`src/rtl/sseg_frame_decoder_if.sv`:
```
// Seven-segment snoop bus: anode/segment lines in, reassembled frame out.
interface sseg_frame_decoder_if #(
    parameter int unsigned N_DIGITS = 4
);
    logic [N_DIGITS-1:0]   an;
    logic [6:0]            sseg;
    logic [4*N_DIGITS-1:0] value;
    logic                  frame_valid;
    logic [N_DIGITS-1:0]   err_mask;

    // Display-side driver of the lines being snooped
    modport master (
        output an,
        output sseg,
        input  value,
        input  frame_valid,
        input  err_mask
    );

    // Decoder side
    modport slave (
        input  an,
        input  sseg,
        output value,
        output frame_valid,
        output err_mask
    );
endinterface

```
`src/rtl/sseg_frame_decoder.sv`:
```
// Snoops a multiplexed active-low seven-segment bus and reassembles one full
// scan into a hex value word, flagging digits that were not valid glyphs.
module sseg_frame_decoder #(
    parameter int unsigned N_DIGITS      = 4,
    parameter int unsigned SETTLE_CYCLES = 4
) (
    input logic                 clk,
    input logic                 rst,
    sseg_frame_decoder_if.slave bus
);

    localparam int unsigned CntW = (SETTLE_CYCLES > 1) ? $clog2(SETTLE_CYCLES) : 1;
    localparam int unsigned IdxW = (N_DIGITS > 1) ? $clog2(N_DIGITS) : 1;
    localparam logic [CntW-1:0] CntLast = CntW'(SETTLE_CYCLES - 1);

    typedef enum logic [1:0] {StIdle, StSettle, StHold} state_e;

    state_e                state_q, state_d;
    logic [N_DIGITS-1:0]   an_q;
    logic [6:0]            sseg_q;
    logic [CntW-1:0]       cnt_q;
    logic [N_DIGITS-1:0]   mask_q, mask_d;
    logic [4*N_DIGITS-1:0] shadow_val_q;
    logic [N_DIGITS-1:0]   shadow_err_q;
    logic [4*N_DIGITS-1:0] value_q;
    logic [N_DIGITS-1:0]   err_q;
    logic                  fv_q;

    logic                  an_valid;
    logic [IdxW-1:0]       cur_idx;
    int unsigned           zeros;
    logic                  changed;
    logic                  cnt_done;
    logic                  mask_full;
    logic [4:0]            glyph;
    logic                  load_pair;
    logic                  cnt_inc;
    logic                  sample;

    // Returns {not_a_glyph, nibble}; unknown patterns decode to 0 with the error flag set
    function automatic logic [4:0] decode_glyph(input logic [6:0] s);
        logic [4:0] r;
        case (s)
            7'b0000001: r = 5'h00;
            7'b1001111: r = 5'h01;
            7'b0010010: r = 5'h02;
            7'b0000110: r = 5'h03;
            7'b1001100: r = 5'h04;
            7'b0100100: r = 5'h05;
            7'b0100000: r = 5'h06;
            7'b0001111: r = 5'h07;
            7'b0000000: r = 5'h08;
            7'b0000100: r = 5'h09;
            7'b0001000: r = 5'h0A;
            7'b1100000: r = 5'h0B;
            7'b0110001: r = 5'h0C;
            7'b1000010: r = 5'h0D;
            7'b0110000: r = 5'h0E;
            7'b0111000: r = 5'h0F;
            default:    r = 5'h10;
        endcase
        return r;
    endfunction

    // Anode validity on the live bus; digit index from the registered copy
    always_comb begin
        zeros   = 0;
        cur_idx = '0;
        for (int i = 0; i < N_DIGITS; i++) begin
            if (!bus.an[i]) zeros = zeros + 1;
            if (!an_q[i]) cur_idx = IdxW'(i);
        end
        an_valid = (zeros == 1);
    end

    assign changed   = (bus.an != an_q) || (bus.sseg != sseg_q);
    assign cnt_done  = (cnt_q == CntLast);
    assign mask_full = &mask_q;
    assign glyph     = decode_glyph(sseg_q);

    // FSM state register
    always_ff @(posedge clk) begin
        if (rst) state_q <= StIdle;
        else     state_q <= state_d;
    end

    // FSM next-state logic
    always_comb begin
        state_d = state_q;
        case (state_q)
            StIdle: begin
                if (an_valid) state_d = StSettle;
            end
            StSettle: begin
                if (changed)       state_d = an_valid ? StSettle : StIdle;
                else if (cnt_done) state_d = StHold;
            end
            StHold: begin
                if (changed) state_d = an_valid ? StSettle : StIdle;
            end
            default: state_d = StIdle;
        endcase
    end

    // FSM control strobes
    always_comb begin
        load_pair = 1'b0;
        cnt_inc   = 1'b0;
        sample    = 1'b0;
        case (state_q)
            StIdle: load_pair = an_valid;
            StSettle: begin
                if (changed)       load_pair = an_valid;
                else if (cnt_done) sample    = 1'b1;
                else               cnt_inc   = 1'b1;
            end
            StHold: load_pair = changed && an_valid;
            default: ;
        endcase
    end

    // Capture mask: cleared the cycle a full frame is published
    always_comb begin
        mask_d = mask_full ? '0 : mask_q;
        if (sample) mask_d[cur_idx] = 1'b1;
    end

    // Dwell tracking, shadow frame and published outputs
    always_ff @(posedge clk) begin
        if (rst) begin
            an_q         <= '1;
            sseg_q       <= '1;
            cnt_q        <= '0;
            mask_q       <= '0;
            shadow_val_q <= '0;
            shadow_err_q <= '0;
            value_q      <= '0;
            err_q        <= '0;
            fv_q         <= 1'b0;
        end else begin
            if (load_pair) begin
                an_q   <= bus.an;
                sseg_q <= bus.sseg;
                cnt_q  <= '0;
            end else if (cnt_inc) begin
                cnt_q <= cnt_q + CntW'(1);
            end
            if (sample) begin
                shadow_val_q[{cur_idx, 2'b00} +: 4] <= glyph[3:0];
                shadow_err_q[cur_idx]               <= glyph[4];
            end
            mask_q <= mask_d;
            fv_q   <= mask_full;
            if (mask_full) begin
                value_q <= shadow_val_q;
                err_q   <= shadow_err_q;
            end
        end
    end

    assign bus.value       = value_q;
    assign bus.err_mask    = err_q;
    assign bus.frame_valid = fv_q;

endmodule
```
`src/flat_wrapper.sv`:
```
// flat-port wrapper written by rule: the top's interface ports become plain ports
module sseg_frame_decoder_flat 
#(
    parameter int unsigned N_DIGITS      = 4,
    parameter int unsigned SETTLE_CYCLES = 4
)
  (clk, rst, bus_an, bus_sseg, bus_value, bus_frame_valid, bus_err_mask);
  sseg_frame_decoder_if #(.N_DIGITS(N_DIGITS)) bus_i ();
  input logic clk;
  input logic rst;
  input wire logic [$bits(bus_i.an)-1:0] bus_an;
  input wire logic [$bits(bus_i.sseg)-1:0] bus_sseg;
  output wire logic [$bits(bus_i.value)-1:0] bus_value;
  output wire logic [$bits(bus_i.frame_valid)-1:0] bus_frame_valid;
  output wire logic [$bits(bus_i.err_mask)-1:0] bus_err_mask;
  assign bus_i.an = bus_an;
  assign bus_i.sseg = bus_sseg;
  assign bus_value = bus_i.value;
  assign bus_frame_valid = bus_i.frame_valid;
  assign bus_err_mask = bus_i.err_mask;
  sseg_frame_decoder #(.N_DIGITS(N_DIGITS), .SETTLE_CYCLES(SETTLE_CYCLES)) u_core (.clk(clk), .rst(rst), .bus(bus_i));
endmodule
```
`config.mk`:
```
export PLATFORM = sky130hd
export DESIGN_NAME = sseg_frame_decoder_flat
export DESIGN_NICKNAME = d
export VERILOG_FILES = /design/src/rtl/sseg_frame_decoder_if.sv /design/src/rtl/sseg_frame_decoder.sv /design/src/flat_wrapper.sv
export SDC_FILE = /design/constraint.sdc
export NUM_CORES = 1
export LEC_CHECK = 0
export ABC_AREA = 1
export CELL_PAD_IN_SITES_DETAIL_PLACEMENT = 0
export CELL_PAD_IN_SITES_GLOBAL_PLACEMENT = 1
export CORE_MARGIN = 5
export CORE_UTILIZATION = 40
export CTS_CLUSTER_SIZE = 20
export DETAILED_ROUTE_END_ITERATION = 10
export PLACE_DENSITY = 0.84
export SYNTH_ARGS = -nofsm -noshare
export SYNTH_HDL_FRONTEND = slang
export SYNTH_SLANG_ARGS = --single-unit
```
`constraint.sdc`:
```
create_clock -name clk -period 2.79 [get_ports clk]
set_input_delay 0.837 -clock clk [delete_from_list [all_inputs] [get_ports clk]]
set_output_delay 0.837 -clock clk [all_outputs]
set_load 0.005 [all_outputs]
```
==> results.yml, run 1 <==
timing:
  relSlewSlack_pct: 54.4
  fin_skew_ps: 6.52
  max_freq_mhz: 380
  fin_ws_ps: 161
  final_max_slew_viol_count: 0
  min_period_ps: 2630
  hold_ws_ps: 456
  timing.setup.tns_ps: 0
  setup_viol: 0
  post-route-period-util_pct: 94.2
  hold_viol_final: 0
  worstMarginPinSlew_ps: 684
synthesis:
  syn_area_per_cell_um2: 6.34
  yosys.area_share.simple_pct: 41.8
  syn_nets: 530
  synth_compound_area_share_pct: 7.10
  synth_top_family_by_area: "simple AND/OR/NAND/NOR gates"
  yosys-mux-area-fraction_pct: 0
  ys_seq_area_share_pct: 37.4
  yosysUniqueCellTypes: 25
  netlist_area_um2: 3210
  synth_fa_ha_area_share_pct: 4.29
  ys_seq_elements: 60
  yosysWarnings: 0
  synthXorXnorAreaFrac_pct: 1.09
  syn_inst: 506
worst_setup_path:
  slowest_delay_ps: 490
  critPathCaptureType: "flop"
  critPathKind: "input port to flop"
  cp_cell_sequence: "clkdlybuf4s50_1 > inv_2 > ha_4 > inv_1 > nand2_1 > nand2_1 > inv_1 > ha_1 > nor2_2 > nand2_1 > nand2_1 > nand2_2 > inv_1 > nand2_2 > clkinv_4 > buf_6 > nand3_1 > nand3_1"
  worstPathArrival_ps: 2830
  cp_common_cell: "nand2_1"
  r2r_cells: 8
  crit_family: "buffers and inverters"
  required_ps: 2990
  reg2reg_slack_ps: 650
  r2r_start: "u_core.an_q[1]"
  crit_start: "bus_an[0]"
  crit_slowest_cell: "clkdlybuf4s50_1"
  path_buf_inv: 7
  cp_max_fo: 6
  timing.rr.end: "u_core.shadow_val_q[2]"
  crit_end: "u_core.sseg_q[2]"
  path_depth: 18
  startpoint_type: "input port"
detailed_routing:
  wl_per_cell_um: 10.9
  ant_nets: 0
  vias: 3022
  firstDrtPassIters: 4
  drt-initial-drc-count: 124
  drc: 0
  routed_wl_mm: 7.11
  drt-vias-per-instance: 4.62
global_route:
  grt_overflow: 0
  grt_max_degree: 42
  antenna_found_initial: 0
  globalRouteTotalUtil_pct: 15.0
  grt_pass1_vias: 2768
  grt_pass1_wl_mm: 12.3
floorplanning:
  core_um2: 7770
  die_w_um: 99.6
  dieArea_um2: 9910
  num_rows: 32
  fp.dieH_um: 99.6
  initial_core_util_pct: 41.3
  io_pins: 34
placed_design:
  dpl_worst_slack_ps: -323
  placed_area_um2: 3670
  portBuffers: 33
  dpl.hpwl_mm: 5.35
  place_congestion: 0.801
worst_hold_path:
  hold_class: "flop to flop"
clock_tree:
  insertion_delay_ps: 330
  cts_buffer_depth: 2
  cts_buffers: 9
  clk_pin_slew_ps: 70
  htreeDepth: 3
  cts_root_buffer: "clkbuf_8"
  cts_tree: "built"
  postCtsSetupBuffers: 0
  cts.sinks: 60
pwr:
  power_density_nw_per_um2: 494
  ir_drop_mv: 0.283
  p_leak_uw: 0.00185
layout:
  diodes: 0
  syn_to_final_growth_pct: 21.9
  final_area_um2: 3910
  nFillCells: 821
  post-route-util_pct: 50.4
  nets: 571
  drive_gt1_share_pct: 9.60
flow_run:
  maxCapViolations: 0
run_status:
  status: "completed"
-- where the power goes --
| part | switching (uW) | total [uW] | internal, uW |
|---|---|---|---|
| registers | 34.2 | 912 | 878 |
| logic | 227 | 351 | 124 |
| clock network | 329 | 669 | 340 |
| total | 590 | 1930 | 1340 |
-- cell usage in the layout (no fill, tap or decap), types with 10 or more instances in the layout --
cell type | synthesis | layout
nand2_1 | 169 | 167
nor2_1 | 90 | 89
dfxtp_1 | 60 | 60
inv_1 | 43 | 41
nand3_1 | 40 | 40
clkdlybuf4s50_1 | 0 | 32
a21oi_1 | 24 | 24
o21ai_0 | 20 | 20
buf_4 | 1 | 11
ha_1 | 11 | 10
clkbuf_8 | 0 | 10
-- tightest hold or removal path: cells and delay by family, from the launching register on --
family | cells | cell delay, ps
flip-flops | 1 | 300
buffers and inverters | 1 | 60
AO/OA/AOI/OAI | 1 | 50
-- area by class of cell --
type	count	area, um2	share of cell area [%]
Sequential cell	60	1200	30.7
Clock buffer	11	141	3.61
Tap cell	102	128	3.26
Clock inverter	5	27.5	0.704
Timing Repair Buffer	46	438	11.2
Multi-Input combinational cell	381	1790	45.7
Inverter	49	189	4.83
-- synth_stat cells (all sizes together) --
master,n,share of area [%]
a21oi,24,3.7
ha,11,4.3
nor3,3,0.82
nand2,173,21
nand3,41,6.8
o21ai,20,3.1
clkbuf,8,0.94
xnor2,4,1.1
nand4,6,1.2
o21a,1,0.23
inv,48,5.6
buf,9,1.6
clkinv,1,0.12
nor2,97,12
dfxtp,60,37
-- per-layer routing --
layer  wire (um)  global-route usage, %
met1        3500                   19.0
met2        3280                   25.2
met3         264                   4.21
met4          59                   3.78
met5           0                      0
-- sequential cells by signal, indices dropped and copies added (netlist names) --
name,cells
u_core.bus.value,16
u_core.state_q,2
u_core.cnt_q,2
u_core.shadow_val_q,16
u_core.bus.frame_valid,1
u_core.an_q,4
u_core.mask_q,4
u_core.shadow_err_q,4
u_core.bus.err_mask,4
u_core.sseg_q,7
-- metrics by stage --
step,std cells,power [uW]
after global placement,636,1260
after detailed placement,636,1260
after CTS,652,1930
after global routing,654,2050
final,654,1930
after floorplan,506,1170
-- kinds of logic after synthesis --
logic type / after synthesis
AND/OR/NAND/NOR: 320
adder cells (fa/ha/maj): 11
buffers and inverters: 66
flip-flops: 60
AO/OA/AOI/OAI: 45
XOR/XNOR: 4
-- what timing repair did --
item                       4_1_cts  5_1_grt
setup endpoints to repair        0       15
hold buffers                     0        0
resized for setup                0       14
-- how the worst min path moves through the flow --
stage                             from                       to  slack [ps]  depth (start not counted)
4_1_cts         u_core.shadow_err_q[1]   u_core.bus.err_mask[1]         460                          2
3_3_place_gp    u_core.shadow_err_q[1]   u_core.bus.err_mask[1]         450                          2
2_1_floorplan   u_core.shadow_err_q[3]   u_core.bus.err_mask[3]         430                          2
6_report        u_core.shadow_err_q[1]   u_core.bus.err_mask[1]         460                          2
5_1_grt        u_core.shadow_val_q[15]  u_core.shadow_val_q[15]         480                          2
3_5_place_dp    u_core.shadow_err_q[1]   u_core.bus.err_mask[1]         450                          2
No activity file was read; power rests on OpenSTA's default activity.
==> run 2, diff against run 1 <==
--- a/config.mk
+++ b/config.mk
@@ -12,6 +12,7 @@
 export CORE_UTILIZATION = 40
 export CTS_CLUSTER_SIZE = 20
 export DETAILED_ROUTE_END_ITERATION = 10
+export MAX_ROUTING_LAYER = met4
 export PLACE_DENSITY = 0.84
 export SYNTH_ARGS = -nofsm -noshare
 export SYNTH_HDL_FRONTEND = slang
==> results.yml, run 2 (synthesis results as in run 1) <==
detailed_routing:
  wl_met2_mm: 3.27
  highest_layer: "met4"
  firstDrtPassIters: 5
  routedLengthMet1_mm: 3.55
  vias: 3020
  wl_per_cell_um: 10.9
  routed_wl_mm: 7.10
  wl_met3_um: 204
  ant_nets: 0
  drt-vias-per-instance: 4.62
  drc: 0
  drt-initial-drc-count: 123
global_route:
  antenna_found_initial: 0
  grt_pass1_vias: 2768
  grt_overflow: 0
  globalRouteTotalUtil_pct: 15.4
  grt_max_degree: 42
  grt_pass1_wl_mm: 12.3
timing:
  fin_skew_ps: 7.52
  fin_ws_ps: 159
  post-route-period-util_pct: 94.3
  final_max_slew_viol_count: 0
  setup_viol: 0
  relSlewSlack_pct: 54.4
  min_period_ps: 2630
  worstMarginPinSlew_ps: 683
  max_freq_mhz: 380
  hold_viol_final: 0
pwr:
  power_density_nw_per_um2: 494
  p_leak_uw: 0.00185
  ir_drop_mv: 0.283
worst_hold_path:
  holdPathEnd: "u_core.bus.err_mask[1]"
  min_path_cells: 2
  hold_class: "flop to flop"
  hp-start: "u_core.shadow_err_q[1]"
floorplanning:
  core_um2: 7770
  num_rows: 32
  initial_core_util_pct: 41.3
  dieArea_um2: 9910
  io_pins: 34
  fp.dieH_um: 99.6
  die_w_um: 99.6
placed_design:
  dpl_worst_slack_ps: -323
  place_congestion: 0.812
  dpl.hpwl_mm: 5.35
  place_inst: 636
  portBuffers: 33
clock_tree:
  clk_pin_slew_ps: 70
  cts_tree: "built"
  cts_buffer_depth: 2
  cts_root_buffer: "clkbuf_8"
  insertion_delay_ps: 330
  htreeDepth: 3
  cts_buffers: 9
  cts_hold_buf: 0
  cts.sinks: 60
  postCtsSetupBuffers: 0
worst_setup_path:
  critPathKind: "input port to flop"
  crit_slowest_cell: "clkdlybuf4s50_1"
  crit_family: "buffers and inverters"
  cp_max_fo: 6
  slowest_delay_ps: 490
  r2r_start: "u_core.an_q[1]"
  cp_cell_sequence: "clkdlybuf4s50_1 > inv_2 > ha_4 > inv_1 > nand2_1 > nand2_1 > inv_1 > ha_1 > nor2_2 > nand2_1 > nand2_1 > nand2_2 > inv_1 > nand2_2 > clkinv_4 > buf_6 > nand3_1 > nand3_1"
  reg2reg_slack_ps: 640
  required_ps: 2990
  timing.rr.end: "u_core.shadow_val_q[2]"
  worstPathArrival_ps: 2830
  critPathCaptureType: "flop"
  startpoint_type: "input port"
  r2r_cells: 8
  path_buf_inv: 7
  cp_common_cell: "nand2_1"
layout:
  drive_gt1_share_pct: 9.60
  post-route-util_pct: 50.4
  nets: 571
  nFillCells: 821
  final_common_cell: "nand2_1"
  diodes: 0
  final_cell_mix: "nand2_1, nor2_1, dfxtp_1, inv_1, nand3_1"
  layoutNonFillerInstCount: 654
  syn_to_final_growth_pct: 21.9
run_status:
  status: "completed"
flow_run:
  maxCapViolations: 0
run 2: how the worst max path moves through the flow:
| stage | slack (ps) | startpoint | depth (start not counted) | to |
|---|---|---|---|---|
| after floorplan | 320 | bus_an[0] | 18 | u_core.sseg_q[1] |
| after global placement | -270 | bus_an[0] | 18 | u_core.sseg_q[4] |
| after detailed placement | -320 | bus_an[1] | 18 | u_core.sseg_q[5] |
| after CTS | 30 | bus_an[0] | 18 | u_core.sseg_q[2] |
| after global routing | -10 | bus_an[0] | 18 | u_core.sseg_q[3] |
| final | 160 | bus_an[0] | 18 | u_core.sseg_q[2] |
run 2: routing by layer:
metal  up-vias  global-route usage [%]
met5         -                       -
met4         0                    3.78
met3         4                    4.21
met2        33                    25.2
met1      1327                    19.0
li1       1656                       -
run 2: repair_timing:
item | CTS | global route
resized for setup | 0 | 14
setup endpoints to repair | 0 | 15
hold endpoints to repair | 0 | 0
run 2: per-stage QoR:
stage                     instance area [um2]  hold slack, ps  TNS, ps  total power (uW)
final                                    3910             456        0              1930
after global placement                   3670             446    -3920              1260
after global routing                     3910             478    -23.6              2050
after detailed placement                 3670             452    -4560              1260
after CTS                                3840             462        0              1930
after floorplan                          3210             430        0              1170
run 2: area by class of cell:
type	instances	area [um2]	share of cell area (%)
clock inverter	5	27.5	0.704
timing repair buffer	46	438	11.2
multi-input combinational	381	1790	45.7
tap	102	128	3.26
sequential	60	1200	30.7
inverter	49	189	4.83
clock buffer	11	141	3.61
run 2: worst register-to-register path, delay by kind of cell, from the launching register on:
| kind | cells | cell delay, ps |
|---|---|---|
| flip-flops | 1 | 380 |
| AO/OA/AOI/OAI | 1 | 440 |
| AND/OR/NAND/NOR | 4 | 580 |
| buffers and inverters | 2 | 360 |
| adder cells (fa/ha/maj) | 1 | 300 |
run 2: where the power goes:
group,total [uW],switching (uW),internal (uW)
Combinational,350,227,124
Sequential,912,34.2,878
Clock,669,329,340
==> run 3, diff against run 2 <==
--- a/config.mk
+++ b/config.mk
@@ -9,11 +9,12 @@
 export CELL_PAD_IN_SITES_DETAIL_PLACEMENT = 0
 export CELL_PAD_IN_SITES_GLOBAL_PLACEMENT = 1
 export CORE_MARGIN = 5
-export CORE_UTILIZATION = 40
+export CORE_UTILIZATION = 44
 export CTS_CLUSTER_SIZE = 20
 export DETAILED_ROUTE_END_ITERATION = 10
+export DONT_BUFFER_PORTS = 1
 export MAX_ROUTING_LAYER = met4
-export PLACE_DENSITY = 0.84
+export PLACE_DENSITY = 0.82
 export SYNTH_ARGS = -nofsm -noshare
 export SYNTH_HDL_FRONTEND = slang
 export SYNTH_SLANG_ARGS = --single-unit
==> results.yml, run 3 (synthesis results as in run 1) <==
timing:
  rsz0062_at_grt: "no"
  relSlewSlack_pct: 54.6
  hold_viol_final: 0
  min_period_ps: 2250
  fin_skew_ps: 11.9
  worstMarginPinSlew_ps: 680
  timing.setup.tns_ps: 0
  setup_viol: 0
  max_freq_mhz: 444
  post-route-period-util_pct: 80.6
  final_max_slew_viol_count: 0
  fin_ws_ps: 540
floorplanning:
  fp.dieH_um: 95.4
  core_um2: 7180
  dieArea_um2: 9100
  die_w_um: 95.4
  num_rows: 31
  io_pins: 34
  initial_core_util_pct: 44.7
global_route:
  grt_pass1_vias: 2585
  grt_pass1_wl_mm: 11.6
  antenna_found_initial: 0
  grt_max_degree: 42
  globalRouteTotalUtil_pct: 16.8
  grt_overflow: 0
clock_tree:
  cts_resized: 0
  cts_buffers: 9
  clk_pin_slew_ps: 70
  cts_hold_buf: 0
  postCtsSetupBuffers: 0
  htreeDepth: 3
  cts_tree: "built"
  cts.sinks: 60
  cts_root_buffer: "clkbuf_8"
  insertion_delay_ps: 340
  cts_buffer_depth: 2
worst_setup_path:
  critPathCaptureType: "flop"
  r2r_start: "u_core.an_q[1]"
  reg2reg_slack_ps: 600
  cp_cell_sequence: "inv_1 > ha_1 > inv_1 > nand2_1 > nand2_1 > inv_1 > ha_1 > nor2_1 > nand2_1 > nand2_1 > nand2_1 > inv_1 > nand2_1 > inv_2 > nand2_2 > nand2_1 > nand3_1"
  required_ps: 3000
  startpoint_type: "input port"
  slowest_delay_ps: 320
  critPathKind: "input port to flop"
  cp_max_fo: 13
  r2r_cells: 8
  timing.rr.end: "u_core.shadow_err_q[0]"
  crit_slowest_cell: "ha_1"
  worstPathArrival_ps: 2460
  cp_common_cell: "nand2_1"
layout:
  multiInputGateArea_um2: 1740
  nFillCells: 762
  area.sequential_um2: 1200
  drive_gt1_share_pct: 7.47
  syn_to_final_growth_pct: 7.49
  diodes: 0
  final_common_cell: "nand2_1"
  final_cell_mix: "nand2_1, nor2_1, dfxtp_1, inv_1, nand3_1"
  nets: 528
run_status:
  status: "completed"
pwr:
  p_sw_share_pct: 31.7
  clockPowerShare_pct: 36.1
  p_leak_uw: 0.00167
  internal_power_uw: 1280
  power_density_nw_per_um2: 545
  p_switching_uw: 596
  seqPwrFrac_pct: 48.4
  ir_drop_mv: 0.207
  p_total_uw: 1880
  pwr-share-comb_pct: 15.5
detailed_routing:
  vias: 2863
  firstDrtPassIters: 4
  drt-initial-drc-count: 104
  ant_nets: 0
  wl_per_cell_um: 11.2
  routed_wl_mm: 6.82
  drc: 0
  drt-vias-per-instance: 4.71
worst_hold_path:
  min_path_cells: 2
  hp-start: "u_core.shadow_err_q[1]"
  holdPathEnd: "u_core.bus.err_mask[1]"
  hold_class: "flop to flop"
flow_run:
  maxCapViolations: 0
placed_design:
  dpl_worst_slack_ps: 174
  place_congestion: 0.897
  portBuffers: 0
  dpl.hpwl_mm: 5.21
[run 3: changes by cell type in the layout (fill, tap and decap cells not counted), sizes merged]
cell,change
clkdlybuf4s50,-32
inv,+1
clkbuf,-2
buf,-9
clkinvlp,+1
nand2,-1
dlymetal6s2s,-1
[run 3: worst max path at each step]
stage	start	endpoint	slack (ps)	depth (start not counted)
floorplan	bus_an[0]	u_core.sseg_q[1]	320	18
global route	u_core.an_q[1]	u_core.shadow_err_q[0]	330	8
CTS	bus_an[0]	u_core.an_q[3]	530	17
global placement	bus_an[0]	u_core.an_q[3]	230	17
detailed placement	bus_an[0]	u_core.an_q[3]	170	17
finish	bus_an[0]	u_core.an_q[3]	540	17
[run 3: power by group through the flow]
stage               clock, uW  sequential [uW]  combinational (uW)
floorplan                   0              913                 262
global placement            0              928                 289
detailed placement          0              928                 293
CTS                       692              909                 294
global route              737              914                 339
finish                    679              909                 291
[run 3: area by class of cell]
cell class / instances / share of cell area [%]
multi-input cells: 380 / 50.5
flip-flops and latches: 60 / 34.8
inverters: 49 / 5.33
clock buffers: 9 / 3.59
well taps: 99 / 3.59
clock inverters: 7 / 1.27
repair buffers: 4 / 0.871
[run 3: per-stage QoR]
step | hold slack [ps] | instances | instance area [um2] | utilization [%]
finish | 450 | 608 | 3450 | 48.1
global route | 478 | 608 | 3450 | 48.1
CTS | 450 | 608 | 3450 | 48.1
detailed placement | 448 | 592 | 3280 | 45.7
global placement | 440 | 592 | 3280 | 45.7
floorplan | 430 | 506 | 3210 | -
[run 3: critical path, delay by kind of cell]
| family | cells | cell delay (ps) |
|---|---|---|
| buffers and inverters | 5 | 280 |
| and+or+nand+nor | 10 | 750 |
| adders and majority gates | 2 | 600 |
[run 3: per-layer routing]
| layer | vias up | global-route usage, % | share of wire [%] |
|---|---|---|---|
| met4 | 0 | 6.16 | 1.3 |
| met1 | 1224 | 19.4 | 47 |
| met3 | 8 | 5.52 | 5.8 |
| met2 | 55 | 27.1 | 46 |
| met5 | - | - | 0 |
| li1 | 1576 | - | - |
